File: src/rtl/framebuffer_arbiter.sv
`default_nettype none
// ============================================================================
// Module   : framebuffer_arbiter
// Brief    : Single-port framebuffer arbiter: scanout reads > pixel writer >
//            frame-clear engine, with registered memory command.
// Revision : 1.0  initial release
// ============================================================================
module framebuffer_arbiter #(
    parameter int                 ADDR_W    = 17,
    parameter int                 DATA_W    = 12,
    parameter int                 DEPTH     = 120000,
    parameter logic [DATA_W-1:0]  CLEAR_VAL = '0
) (
    input  logic               clock_162,
    input  logic               rst,
    // Scanout
    input  logic               rd_req,
    input  logic [ADDR_W-1:0]  rd_addr,
    output logic               pix_valid,
    output logic [DATA_W-1:0]  pix_data,
    // Writer
    input  logic               wr_valid,
    input  logic [ADDR_W-1:0]  wr_addr,
    input  logic [DATA_W-1:0]  wr_data,
    output logic               wr_ready,
    // Clear control
    input  logic               frame_start,
    input  logic               clear_en,
    output logic               clear_busy,
    output logic               clear_done,
    output logic               clear_overrun,
    // Memory port
    output logic               mem_en,
    output logic               mem_we,
    output logic [ADDR_W-1:0]  mem_addr,
    output logic [DATA_W-1:0]  mem_wdata,
    input  logic [DATA_W-1:0]  mem_rdata
);

    localparam logic [ADDR_W-1:0] c_last_addr = ADDR_W'(DEPTH - 1);
    localparam logic [ADDR_W-1:0] c_addr_one  = ADDR_W'(1);

    typedef enum logic [0:0] {
        ST_IDLE  = 1'b0,
        ST_CLEAR = 1'b1
    } state_t;

    state_t             r_state;
    logic [ADDR_W-1:0]  r_clr_addr;
    logic [1:0]         r_rd_tag;
    logic               r_clear_done;
    logic               r_clear_overrun;

    logic               w_wr_accept;
    logic               w_clr_grant;
    logic               w_clr_last;

    // Scanout owns any cycle it asks for; the writer only sees what is left.
    assign wr_ready    = !rd_req && !rst;
    assign w_wr_accept = wr_valid && wr_ready;
    assign w_clr_grant = (r_state == ST_CLEAR) && !rd_req && !w_wr_accept;
    assign w_clr_last  = (r_clr_addr == c_last_addr);

    assign clear_busy    = (r_state == ST_CLEAR);
    assign clear_done    = r_clear_done;
    assign clear_overrun = r_clear_overrun;

    // Clear engine
    always_ff @(posedge clock_162) begin
        if (rst) begin
            r_state         <= ST_IDLE;
            r_clr_addr      <= '0;
            r_clear_done    <= 1'b0;
            r_clear_overrun <= 1'b0;
        end else begin
            r_clear_done <= 1'b0;
            case (r_state)
                ST_IDLE: begin
                    if (frame_start && clear_en) begin
                        r_state    <= ST_CLEAR;
                        r_clr_addr <= '0;
                    end
                end
                ST_CLEAR: begin
                    if (frame_start) begin
                        r_clear_overrun <= 1'b1;
                    end
                    if (w_clr_grant) begin
                        if (w_clr_last) begin
                            r_state      <= ST_IDLE;
                            r_clear_done <= 1'b1;
                        end else begin
                            r_clr_addr <= r_clr_addr + c_addr_one;
                        end
                    end
                end
                default: r_state <= ST_IDLE;
            endcase
        end
    end

    // Registered memory command; address/data hold when the port is idle.
    always_ff @(posedge clock_162) begin
        if (rst) begin
            mem_en    <= 1'b0;
            mem_we    <= 1'b0;
            mem_addr  <= '0;
            mem_wdata <= '0;
        end else if (rd_req) begin
            mem_en   <= 1'b1;
            mem_we   <= 1'b0;
            mem_addr <= rd_addr;
        end else if (w_wr_accept) begin
            mem_en    <= 1'b1;
            mem_we    <= 1'b1;
            mem_addr  <= wr_addr;
            mem_wdata <= wr_data;
        end else if (w_clr_grant) begin
            mem_en    <= 1'b1;
            mem_we    <= 1'b1;
            mem_addr  <= r_clr_addr;
            mem_wdata <= CLEAR_VAL;
        end else begin
            mem_en <= 1'b0;
            mem_we <= 1'b0;
        end
    end

    // Tag pipe tracks reads through the command register and RAM latency.
    always_ff @(posedge clock_162) begin
        if (rst) begin
            r_rd_tag  <= 2'b00;
            pix_valid <= 1'b0;
            pix_data  <= '0;
        end else begin
            r_rd_tag  <= {r_rd_tag[0], rd_req};
            pix_valid <= r_rd_tag[1];
            if (r_rd_tag[1]) begin
                pix_data <= mem_rdata;
            end
        end
    end

endmodule
`default_nettype wire

File: config.mk
export PLATFORM = sky130hd
export DESIGN_NAME = framebuffer_arbiter
export DESIGN_NICKNAME = d
export VERILOG_FILES = /design/src/rtl/framebuffer_arbiter.sv
export SDC_FILE = /design/constraint.sdc
export NUM_CORES = 1
export LEC_CHECK = 0
export CORE_ASPECT_RATIO = 1.5
export CORE_MARGIN = 3
export CORE_UTILIZATION = 48
export DETAILED_ROUTE_END_ITERATION = 10
export PLACE_DENSITY_LB_ADDON = 0.05
export SLEW_MARGIN = 25
export SYNTH_ARGS = -nofsm -noshare
export SYNTH_HDL_FRONTEND = slang
export SYNTH_SLANG_ARGS = --single-unit
File: constraint.sdc
create_clock -name clock_162 -period 6 [get_ports clock_162]
set_input_delay 1.2 -clock clock_162 [delete_from_list [all_inputs] [get_ports clock_162]]
set_output_delay 1.2 -clock clock_162 [all_outputs]
set_load 0.05 [all_outputs]
==> results of run 1 <==
==> placed cells by master, fill, tap and decap left out, types with 7 or more instances in the layout <==
| master | instances |
|---|---|
| sky130_fd_sc_hd__mux2_2 | 16 |
| sky130_fd_sc_hd__a22oi_1 | 13 |
| sky130_fd_sc_hd__clkbuf_8 | 9 |
| sky130_fd_sc_hd__nand4_1 | 12 |
| sky130_fd_sc_hd__a21oi_1 | 11 |
| sky130_fd_sc_hd__inv_1 | 7 |
| sky130_fd_sc_hd__o21ai_0 | 23 |
| sky130_fd_sc_hd__mux2i_1 | 30 |
| sky130_fd_sc_hd__nand3_1 | 9 |
| sky130_fd_sc_hd__dfxtp_1 | 66 |
| sky130_fd_sc_hd__nor2_1 | 33 |
| sky130_fd_sc_hd__nand2_1 | 30 |
| sky130_fd_sc_hd__clkdlybuf4s50_1 | 110 |
| sky130_fd_sc_hd__nor4_1 | 7 |
==> worst max-delay path: stages <==
cell                              delay, ns
sky130_fd_sc_hd__clkdlybuf4s50_1       0.51
sky130_fd_sc_hd__inv_1                 0.22
sky130_fd_sc_hd__nand2_1               0.12
sky130_fd_sc_hd__inv_1                 0.08
sky130_fd_sc_hd__clkdlybuf4s50_1       0.80
==> area by class of cell <==
class,count,area share [%]
Tap cell,74,2.08
Clock buffer,9,2.78
Clock inverter,7,2.64
Timing Repair Buffer,116,25.7
Sequential cell,66,29.6
Multi-Input combinational cell,246,36.6
Inverter,7,0.589
==> flip-flops by register name (all words and copies together) (netlist names) <==
signal and flops:
mem_addr 17, r_clr_addr 17, mem_wdata 12, pix_data 12
r_rd_tag 2, clear_busy 1, clear_done 1, clear_overrun 1
mem_en 1, mem_we 1, pix_valid 1
==> stage by stage <==
stage / area (um2) / instances
detailed placement: 4220 / 509
finish: 4460 / 525
global placement: 4210 / 509
global route: 4460 / 525
CTS: 4460 / 525
floorplan: 3090 / 345
==> path summary, 6_finish.rpt <==
path,startpoint,endpoint,slack [ns],depth (start not counted)
worst max-delay path,rd_req,wr_ready,1.88,5
worst min-delay path,r_rd_tag[0],r_rd_tag[1],0.44,1
worst max register to register,clear_busy,r_clr_addr[9],3.64,3
worst min register to register,r_rd_tag[0],r_rd_tag[1],0.44,1
==> logic make-up (layout without fill, tap and decap cells) <==
| family | count (synthesis) | in the layout | share of synthesized area (%) |
|---|---|---|---|
| buf+inv | 33 | 139 | 4.54 |
| compound gates | 76 | 76 | 15.7 |
| fa+ha+maj | 1 | 1 | 0.405 |
| flops | 66 | 66 | 42.8 |
| simple gates | 123 | 123 | 21.0 |
| mux | 46 | 46 | 15.6 |
==> metal layers <==
metal | part of all wire [%] | track usage [%] | vias to the layer above
met3 | 7.4 | 6.58 | 24
met1 | 36 | 27.3 | 1428
met5 | 0 | 0 | -
met2 | 53 | 44.0 | 131
met4 | 3.5 | 13.8 | 0
li1 | - | - | 1474
==> power groups by stage <==
stage | clock network (mW) | registers (mW) | logic [mW]
6_report | 0.455 | 0.464 | 0.182
5_1_grt | 0.481 | 0.466 | 0.193
4_1_cts | 0.461 | 0.464 | 0.183
3_5_place_dp | 0 | 0.474 | 0.182
3_3_place_gp | 0 | 0.474 | 0.180
2_1_floorplan | 0 | 0.518 | 0.0528
==> results by group, run 1 <==
STA
  – Slew at the pin closest to its max-slew limit: 0.951 ns
  – Setup repair after global routing missed its margin: false
  – Final setup violating endpoints: 0
  – Relative slew slack: a little over a third
  – Endpoints failing hold: 0
  – FMAX: 243 MHz
  – Max-slew violations: 0
  – Worst slack on hold paths: 0.443 ns
  – Setup TNS: 0 ns
  – Final min period: 4.12 ns
  – Clock skew after layout: 0.00845 ns
  – Final cycle utilization of the critical path: 68.7%
  – Setup ws final: 1.88 ns

Critical path
  – Critical path required time: 4.80 ns
  – Maximum fanout encountered on the critical timing path: 7
  – Type of element capturing the critical path: output pin
  – Data arrival at the endpoint of the critical path: slightly below 3 ns
  – Start-to-end type of the worst setup path: input pin to output pin
  – Element type at the critical path start: input pin

Layout
  – Synthesis-to-layout area growth: 44.4%
  – Util after Layout: a little over 70%
  – Seq. cell area: 0.00132 mm2
  – Inserted Diodes: 0
  – FILL cells: 491
  – Net count, final: between 500 and 600
  – Share of cells above drive strength 1: 10.4%
  – Area occupied by multi-input gates: 0.00163 mm2

Power and ir drop
  – Power per cell area: 247 mW/mm2
  – Overall power: 1.10 mW
  – Proportion of power drawn by the clock network: 41.3%
  – Logic gate share of total power: between 10% and 20%
  – Static leakage power: 1.58 nW
  – Share of power burned in registers: 42.2%
  – Net switching fraction of the power: 26.4%
  – Peak supply drop: 0.201 mV
  – Reported net switching power: 0.291 mW
  – Internal Power: 0.811 mW

Detailed routing
  – Average via count per standard cell: 5.82
  – Residual antenna-violating net count after detailed routing: 0
  – DR pass1 iterations: 4
  – Per-cell routed wire length: 17.6 um
  – Total detailed-routing wirelength: 9.24 mm
  – Overall via count from detail_route: 3,057
  – Number of design rule violations left after detail routing: 0
  – DRT iter0 DRCs: about 250

Run
  – Number of max-cap violations: 0

Clock tree
  – Total clock sinks: 66
  – H-tree levels: 3
  – Post-CTS Repair Setup Buffers: 0
  – Number of gates resized after CTS: 0
  – Largest buffer count on any clock path: 2
  – Cell at the root of the clock tree: sky130_fd_sc_hd__clkbuf_8
  – Clk Latency, worst-skew pair: approximately 0.34 ns
  – CTS tree: yes
  – Number of hold buffers added after CTS: 0
  – Clock-pin transition on the worst setup and hold timing paths: 0.08 ns
  – Clock buffer count from CTS: 9

GRT
  – Leftover overflow at the end of global routing: 0
  – Number of antenna violations at the first check in global routing: 0
  – Vias in the first global route: 3,186
  – GRT Resource Usage Total: 25.4%
  – Global-route wire length before repair: ~15 mm
  – Pin count of the biggest net entering global routing: 54

Floorplanning
  – Die area: between 0.007 and 0.008 mm2
  – Number of top-level design ports: 112
  – Area of the core region: 0.00617 mm2
  – Starting Density: 50.0%
  – Row count: 35
  – Die Span Y: 104 um
  – Die width: 71.5 um

Logic synthesis
  – Syn_nets: 410
  – Post-synthesis sequential area ratio: between 40% and 50%
  – Count of yosys warnings during synthesis: 0
  – Synth unique cells: 50
  – Fraction of synthesized cell area taken by the top area cell type: 42.8%
  – Number of synthesized flops with an enable pin: 0
  – Ys flop type: sky130_fd_sc_hd__dfxtp_1
  – Post-Synthesis Mean Instance Area: slightly below 9 um2
  – Asr flop ratio synth: 0%
  – Flip-flop and latch count after synthesis: 66
  – Post-synth top cells: sky130_fd_sc_hd__dfxtp_1, sky130_fd_sc_hd__nor2_1, sky130_fd_sc_hd__mux2i_1, sky130_fd_sc_hd__nand2_1, sky130_fd_sc_hd__o21ai_0
  – Leading cell type by number of instances after synthesis: sky130_fd_sc_hd__dfxtp_1
  – Mapped cell area: 0.00309 mm2
  – Top area cells in the synthesized netlist: sky130_fd_sc_hd__dfxtp_1, sky130_fd_sc_hd__mux2i_1, sky130_fd_sc_hd__mux2_2
  – Most area-hungry cell type in the Yosys netlist: sky130_fd_sc_hd__dfxtp_1
  – Number of cells produced by synthesis: 345

Status
  – Run status: finished clean

Place
  – Number of buffer cells added on primary ports: 111
  – Placer Congestion: 0.872
  – Dpl hpwl: 6.65 mm
  – Worst-case setup slack after placement: roughly 1.9 ns

Hold path
  – Classification of the worst-slack hold path: flip-flop to flip-flop
Note: power is estimated with default switching activity, not from simulation.
==> run 2, diff against run 1 <==
Settings changed: CORE_UTILIZATION 48 to 40.
Clock period 6 ns to 3.7 ns, I/O delays scaled along.
==> results by group, run 2 (same netlist as run 1, synthesis figures left out) <==
Power and ir drop
  – Proportion of power drawn by the clock network: 38.4%
  – Static leakage power: 1.58 nW
  – Net switching fraction of the power: a little over a quarter
  – Peak supply drop: 0.236 mV
  – Internal Power: between 1 and 1.5 mW
  – Power per cell area: ~380 mW/mm2
  – Share of power burned in registers: 43.9%
  – Reported net switching power: 0.448 mW
  – Logic gate share of total power: 17.7%

Layout
  – Synthesis-to-layout area growth: 45.2%
  – Util after Layout: around 61%
  – Commonest non-fill, non-tap cells in the layout: sky130_fd_sc_hd__clkdlybuf4s50_1, sky130_fd_sc_hd__dfxtp_1, sky130_fd_sc_hd__nor2_1
  – Most frequent standard cell in the layout excluding fill and tap cells: sky130_fd_sc_hd__clkdlybuf4s50_1
  – FILL cells: between 600 and 700
  – Share of cells above drive strength 1: 10.6%
  – Fin area: 0.00448 mm2
  – Largest regs: mem_addr x17, r_clr_addr x17
  – Inserted Diodes: 0
  – Net count, final: 515

GRT
  – Global-route wire length before repair: 15.4 mm
  – Vias in the first global route: 3,069
  – GRT Resource Usage Total: 22.1%
  – Pin count of the biggest net entering global routing: 30
  – Number of antenna violations at the first check in global routing: 0
  – Leftover overflow at the end of global routing: 0

Place
  – Placed Area: 0.00427 mm2
  – Worst-case setup slack after placement: 0.798 ns
  – Placer Congestion: 0.917
  – Dpl hpwl: 7.10 mm
  – Number of buffer cells added on primary ports: 111

Floorplanning
  – Area of the core region: 0.00737 mm2
  – Row count: 38
  – Die Span Y: around 110 um
  – Die area: 0.00883 mm2
  – Number of top-level design ports: 112
  – Die width: 77.7 um
  – Starting Density: 41.9%

Detailed routing
  – Per-cell routed wire length: 17.3 um
  – Number of design rule violations left after detail routing: 0
  – DRT iter0 DRCs: between 200 and 250
  – Total detailed-routing wirelength: around 9.6 mm
  – Average via count per standard cell: 5.51
  – Overall via count from detail_route: roughly 3,000
  – DR pass1 iterations: 5
  – Residual antenna-violating net count after detailed routing: 0

STA
  – Setup repair after global routing missed its margin: false
  – FMAX: 354 MHz
  – Setup ws final: 0.875 ns
  – Final setup violating endpoints: 0
  – Relative slew slack: 52.7%
  – Max-slew violations: 0
  – Setup TNS: 0 ns
  – Endpoints failing hold: 0
  – Clock skew after layout: 0.00708 ns
  – Final cycle utilization of the critical path: about three quarters
  – Slew at the pin closest to its max-slew limit: 0.708 ns
  – Final min period: approximately 2.8 ns

Run
  – Number of max-cap violations: 0

Critical path
  – Type of element capturing the critical path: output pin
  – Maximum fanout encountered on the critical timing path: 18
  – Critical path required time: 2.96 ns
  – Register-to-register setup slack: ~1.5 ns
  – Data arrival at the endpoint of the critical path: 2.08 ns
  – Element type at the critical path start: input pin
  – Start-to-end type of the worst setup path: input pin to output pin

Status
  – Run status: finished clean

Clock tree
  – Post-CTS Repair Setup Buffers: 0
  – Number of hold buffers added after CTS: 0
  – Largest buffer count on any clock path: 2
  – CTS tree: yes
  – Clock-pin transition on the worst setup and hold timing paths: 0.07 ns
  – Number of gates resized after CTS: 0
  – Total clock sinks: 66
  – Cell at the root of the clock tree: sky130_fd_sc_hd__clkbuf_8
  – H-tree levels: 3
  – Clk Latency, worst-skew pair: 0.34 ns
  – Clock buffer count from CTS: 9

Hold path
  – Classification of the worst-slack hold path: flip-flop to flip-flop
-- run 2: changes by cell type in the layout (fill, tap and decap cells not counted), sizes merged --
cell           previous run  this run
buf                       6        11
bufinv                    3         2
clkbuf                    9        11
clkdlybuf4s50           110       109
clkinv                    4         1
-- run 2: per-layer routing --
metal | vias up | GRT usage, % | part of all wire, %
met2 | 134 | 37.0 | 50
li1 | 1473 | - | -
met5 | - | 0 | 0
met1 | 1416 | 24.6 | 39
met3 | 26 | 7.42 | 7.9
met4 | 0 | 11.5 | 3.0
-- run 2: power by group through the flow --
stage	logic [mW]	registers [mW]	clock network, mW
final	0.303	0.750	0.656
after global routing	0.323	0.752	0.697
after CTS	0.305	0.750	0.668
after detailed placement	0.304	0.765	0
after global placement	0.303	0.765	0
after floorplan	0.0856	0.841	0
-- run 2: critical path, cell delays in order --
cell	delay, ns
sky130_fd_sc_hd__clkdlybuf4s50_1	0.61
sky130_fd_sc_hd__inv_1	0.17
sky130_fd_sc_hd__nand2_1	0.10
sky130_fd_sc_hd__buf_4	0.22
sky130_fd_sc_hd__inv_1	0.06
sky130_fd_sc_hd__buf_4	0.19
-- run 2: per-stage QoR --
step | power (mW) | std cells | hold slack, ns
final | 1.71 | 553 | 0.447
after global routing | 1.77 | 553 | 0.466
after CTS | 1.72 | 553 | 0.452
after detailed placement | 1.07 | 539 | 0.437
after global placement | 1.07 | 539 | 0.428
after floorplan | 0.926 | 345 | 0.414
-- run 2: worst paths after layout --
path / startpoint / to / cells after the start
max: rd_req / wr_ready / 6
min: r_rd_tag[0] / r_rd_tag[1] / 1
max reg2reg: r_clr_addr[1] / r_clr_addr[16] / 5
min reg2reg: r_rd_tag[0] / r_rd_tag[1] / 1
-- run 2: layout make-up --
| class | count | area [um2] | area share, % |
|---|---|---|---|
| Clock buffer | 11 | 141 | 3.16 |
| Clock inverter | 3 | 65.1 | 1.45 |
| Inverter | 7 | 26.3 | 0.586 |
| Multi-Input combinational cell | 246 | 1630 | 36.4 |
| Sequential cell | 66 | 1320 | 29.5 |
| Tap cell | 100 | 125 | 2.79 |
| Timing Repair Buffer | 120 | 1170 | 26.1 |
==> edit 1: new RTL, config.mk and constraints of run 2 <==
Set the parameter `DATA_W` to 24 (it was 12).
--- a/src/rtl/framebuffer_arbiter.sv
+++ b/src/rtl/framebuffer_arbiter.sv
@@ -7,7 +7,7 @@
 // ============================================================================
 module framebuffer_arbiter #(
     parameter int                 ADDR_W    = 17,
-    parameter int                 DATA_W    = 12,
+    parameter int                 DATA_W    = 24,
     parameter int                 DEPTH     = 120000,
     parameter logic [DATA_W-1:0]  CLEAR_VAL = '0
 ) (
Ports: changed (resized mem_rdata, mem_wdata, pix_data and wr_data); port bits go from 112 to 160. No check against the original RTL was run, so the function may have changed too.
==> edit 1 against run 2 <==
Count of clock-buffer cells in the layout fell by 1; synthesized area rose by 25%; final area rose by 29%; die area rose by 23%; routed wire length rose by 8.5%; highest routed layer unchanged; sequential cell count rose by 24; setup slack improved by 0.14 ns; total power rose by 37%; combinational power rose by 39%.
==> edit 1: results <==
export IMPL_status="finished clean"
export IMPL_firstDrtPassIters=6
export IMPL_skew_ns=0.00555
export IMPL_drt_wl_total_mm=10.4
export IMPL_root_buffer="clkbuf_16"
export IMPL_yosys_warnings=0
export IMPL_cts_repair_resized=0
export IMPL_critPathTopFamily="buffers and inverters"
export IMPL_netlist_top_cells_count="dfxtp_1, nor2_1, mux2i_1"
export IMPL_drtIter0Drc=204
export IMPL_clockBufferDepth=2
export IMPL_routedWlPerCell_um=15.4
export IMPL_crit_start="clear_busy$_SDFF_PP0_"
export IMPL_via_per_inst=5.32
export IMPL_leakage_nw=2.01
export IMPL_largestRegisters="mem_wdata: 24 flops, pix_data: 24 flops"
export IMPL_grt_first_pass_wirelength_mm=16.8
export IMPL_cts_clk_slew_worst_paths_ns=0.06
export IMPL_hold_violations=0
export IMPL_drive_gt1_frac=0.0727
export IMPL_nFillCells=857
export IMPL_worst_pin_slew_ns=0.649
export IMPL_placed_area_sq_um=5460
export IMPL_cts_hold_buf=0
export IMPL_antenna_found_initial=0
export IMPL_first_global_vias=3464
export IMPL_portBuffers=159
export IMPL_holdCritPathClass="register to register"
export IMPL_post_cts_setup_buffers=0
export IMPL_ys_flop_type="dfxtp_1"
export IMPL_place_inst=661
export IMPL_ys_seq_area_frac=0.468
export IMPL_nets=649
export IMPL_ir_worst_vdd_mv=0.241
export IMPL_hpwl_mm=7.36
export IMPL_insertion_delay_ns=0.34
export IMPL_slowest_delay_ns=0.92
export IMPL_synth_fp_nets=507
export IMPL_synthTopCellsByArea="dfxtp_1, mux2i_1, nor2_1"
export IMPL_slowest_stage="clkdlybuf4s50_1"
export IMPL_min_from="r_rd_tag[0]$_SDFF_PP0_"
export IMPL_cp_arrival_ns=1.94
export IMPL_synthDistinctLibCells=54
export IMPL_async_flop_share=0
export IMPL_cts_made_buffers=9
export IMPL_crit_fanout=18
export IMPL_grt_util_all_layers=0.192
export IMPL_p_int_mw=1.72
export IMPL_gp_congestion=0.834
export IMPL_htree_levels=3
export IMPL_grt_max_degree=59
export IMPL_postSynthAreaPerCell_sq_um=9.21
export IMPL_antennaDiodeCount=0
edit 1: changes by cell type after synthesis, moves of 5 or more:
cell / delta
nor4_1: -6
a211o_1: +17
mux2_2: -15
nor2_1: +43
clkbuf_1: +7
a22oi_1: +11
o21ai_0: -20
dfxtp_1: +24
mux2i_1: +9
nand4_1: -5
a21oi_1: +16
edit 1: final timing paths:
check,to,cells after the start,slack (ns)
worst min-delay path,r_rd_tag[1]$_SDFF_PP0_,1,0.45
worst max register to register,r_clr_addr[8]$_SDFFE_PP0P_,5,1.57
worst min register to register,r_rd_tag[1]$_SDFF_PP0_,1,0.45
worst max-delay path,clear_busy,1,1.02
edit 1: worst reg2reg max path, stage by stage, from the launching register on:
cell,delay [ns]
dfxtp_1,0.69
and2b_2,0.29
o21ai_4,0.10
a22oi_2,0.57
a31oi_1,0.18
a211oi_1,0.23
edit 1: per-layer routing:
layer	part of all wire	vias up	global-route usage
li1	-	1783	-
met2	0.48	126	0.307
met3	0.074	14	0.0471
met4	0.020	0	0.0913
met1	0.43	1671	0.238
met5	0	-	0
edit 1: layout make-up:
cell class | instances | area (sq um) | area share
sequential | 90 | 1800 | 0.313
inverter | 3 | 11.3 | 0.00196
clock inverter | 5 | 65.1 | 0.0113
timing repair buffer | 166 | 1650 | 0.287
clock buffer | 10 | 229 | 0.0398
multi-input combinational | 290 | 1860 | 0.323
tap | 112 | 140 | 0.0243
edit 1: power groups by stage:
stage | Clock, mW | Combinational [mW] | Sequential, mW
final | 0.903 | 0.422 | 1.02
after global routing | 0.962 | 0.449 | 1.03
after CTS | 0.929 | 0.426 | 1.02
after detailed placement | 0 | 0.424 | 1.05
after global placement | 0 | 0.421 | 1.04
after floorplan | 0 | 0.129 | 1.16
edit 1: kinds of logic (layout without fill, tap and decap cells):
family	Yosys count	after routing	synth area share
simple gates	150	150	0.184
compound gates	99	99	0.190
flops	90	90	0.468
mux	40	40	0.104
buf+inv	38	184	0.0504
fa+ha+maj	1	1	0.00325
edit 1: per-stage QoR:
stage | util | worst slack [ns] | power (mW) | hold slack (ns)
2_1_floorplan | - | 1.16 | 1.29 | 0.414
3_3_place_gp | 0.587 | 1.04 | 1.47 | 0.422
3_5_place_dp | 0.587 | 0.979 | 1.47 | 0.442
4_1_cts | 0.619 | 0.977 | 2.38 | 0.456
5_1_grt | 0.619 | 0.903 | 2.44 | 0.485
6_report | 0.619 | 1.02 | 2.35 | 0.452
==> edit 2: new RTL, settings of run 2 <==
Without the edit above. Make the reset (`rst`) asynchronous in 3 clocked blocks.
--- a/src/rtl/framebuffer_arbiter.sv
+++ b/src/rtl/framebuffer_arbiter.sv
@@ -66,7 +66,7 @@
     assign clear_overrun = r_clear_overrun;
 
     // Clear engine
-    always_ff @(posedge clock_162) begin
+    always_ff @(posedge clock_162 or posedge rst) begin
         if (rst) begin
             r_state         <= ST_IDLE;
             r_clr_addr      <= '0;
@@ -100,7 +100,7 @@
     end
 
     // Registered memory command; address/data hold when the port is idle.
-    always_ff @(posedge clock_162) begin
+    always_ff @(posedge clock_162 or posedge rst) begin
         if (rst) begin
             mem_en    <= 1'b0;
             mem_we    <= 1'b0;
@@ -127,7 +127,7 @@
     end
 
     // Tag pipe tracks reads through the command register and RAM latency.
-    always_ff @(posedge clock_162) begin
+    always_ff @(posedge clock_162 or posedge rst) begin
         if (rst) begin
             r_rd_tag  <= 2'b00;
             pix_valid <= 1'b0;
Check against the original RTL: differs if rst is asserted again (counterexample within 4 cycles, from zero or initial values and one cycle with rst high); with rst held inactive, the same outputs for 10 cycles.
==> edit 2 against run 2 <==
Total power is 16% higher; clock skew is 0.0027 ns higher; routed wire length shrank 15%; setup slack better by 0.32 ns; synthesized area up 1.5%; non-clock buffer count down 3; die area up 1.4%; final area rose by 1.1%; sequential cell count unchanged; register-to-register slack improved by 0.12 ns; critical endpoint unchanged.
==> edit 2: results <==
export IMPL_status="finished clean"
export IMPL_synth_fp_nets=370
export IMPL_slew_headroom=0.532
export IMPL_ys_seq_area_frac=0.527
export IMPL_first_global_vias=2597
export IMPL_critPathTopFamily="buffers and inverters"
export IMPL_gp_congestion=0.908
export IMPL_cts_made_buffers=9
export IMPL_largestRegisters="mem_addr: 17 flops, r_clr_addr: 17 flops"
export IMPL_yosys_warnings=0
export IMPL_grt_max_degree=36
export IMPL_slowest_delay_ns=0.59
export IMPL_nFillCells=676
export IMPL_skew_ns=0.00981
export IMPL_firstDrtPassIters=4
export IMPL_drt_wl_total_mm=8.12
export IMPL_netlist_top_cells_count="dfrtp_1, nand2_1, nor2_1"
export IMPL_insertion_delay_ns=0.34
export IMPL_synthTopCellsByArea="dfrtp_1, mux2i_1, mux2_2"
export IMPL_max_cap_viol_count=0
export IMPL_leakage_nw=1.80
export IMPL_async_flop_share=1.00
export IMPL_synthDistinctLibCells=47
export IMPL_antenna_found_initial=0
export IMPL_holdCritPathClass="register to register"
export IMPL_post_cts_setup_buffers=0
export IMPL_crit_fanout=10
export IMPL_htree_levels=3
export IMPL_cp_arrival_ns=1.76
export IMPL_place_worst_setup_slack_ns=0.972
export IMPL_antennaDiodeCount=0
export IMPL_ir_worst_vdd_mv=0.275
export IMPL_via_per_inst=5.11
export IMPL_portBuffers=111
export IMPL_root_buffer="clkbuf_8"
export IMPL_drive_gt1_frac=0.101
export IMPL_grt_util_all_layers=0.191
export IMPL_cts_repair_resized=0
export IMPL_slowest_stage="clkdlybuf4s50_1"
export IMPL_drtIter0Drc=119
export IMPL_hpwl_mm=6.08
export IMPL_nets=478
export IMPL_clockBufferDepth=2
export IMPL_grt_first_pass_wirelength_mm=13.2
export IMPL_cts_clk_slew_worst_paths_ns=0.06
[edit 2: changes by cell type after synthesis, moves of 10 or more]
| cell | change |
|---|---|
| dfxtp_1 | -66 |
| mux2i_1 | -12 |
| a22oi_1 | -13 |
| nor2_1 | -10 |
| a22o_1 | +12 |
| dfrtp_1 | +66 |
| o21ai_1 | +10 |
| a21oi_1 | +12 |
[edit 2: kinds of logic after synthesis]
logic type	after synthesis	synth area share
adders and majority gates	1	0.00399
AOI/OAI and AO/OA	81	0.165
muxes	30	0.101
DFF	66	0.527
and+or+nand+nor	99	0.160
buffers and inverters	28	0.0431
[edit 2: routing by layer]
layer,vias to the layer above,track usage,part of all wire
li1,1306,-,-
met1,1222,0.239,0.44
met2,97,0.304,0.48
met3,18,0.0480,0.061
met4,0,0.103,0.027
met5,-,0,0
[edit 2: stage by stage]
stage / hold slack (ns) / std cells / util / instance area, sq um
2_1_floorplan: 0.331 / 305 / - / 3130
3_3_place_gp: 0.333 / 502 / 0.585 / 4340
3_5_place_dp: 0.337 / 502 / 0.585 / 4340
4_1_cts: 0.345 / 517 / 0.610 / 4530
5_1_grt: 0.354 / 517 / 0.610 / 4530
6_report: 0.342 / 517 / 0.610 / 4530
[edit 2: worst paths after layout]
path,start,depth (start not counted),endpoint,slack [ns]
setup / recovery,rd_req,3,wr_ready,1.20
hold reg to reg,r_rd_tag[0]$_DFF_PP0_,0,r_rd_tag[1]$_DFF_PP0_,0.34
setup reg to reg,clear_busy$_DFF_PP0_,6,r_clr_addr[9]$_DFFE_PP0P_,1.64
max in group asynchronous,rst,3,r_clr_addr[13]$_DFFE_PP0P_,2.12
hold / removal,r_rd_tag[0]$_DFF_PP0_,0,r_rd_tag[1]$_DFF_PP0_,0.34
min in group asynchronous,rst,2,mem_addr[12]$_DFFE_PP0P_,0.94
[edit 2: cell type report]
class                           instances  share of cell area
Inverter                                8             0.00663
Clock inverter                          2             0.00829
Multi-Input combinational cell        211               0.300
Tap cell                              100              0.0276
Timing Repair Buffer                  117               0.260
Sequential cell                        66               0.365
Clock buffer                           13              0.0329
[edit 2: power breakdown]
part	leakage (nW)	switching [mW]	total, mW	internal (mW)
Combinational	0.926	0.307	0.528	0.221
Sequential	0.786	0.0769	0.871	0.794
Clock	0.0897	0.255	0.581	0.327
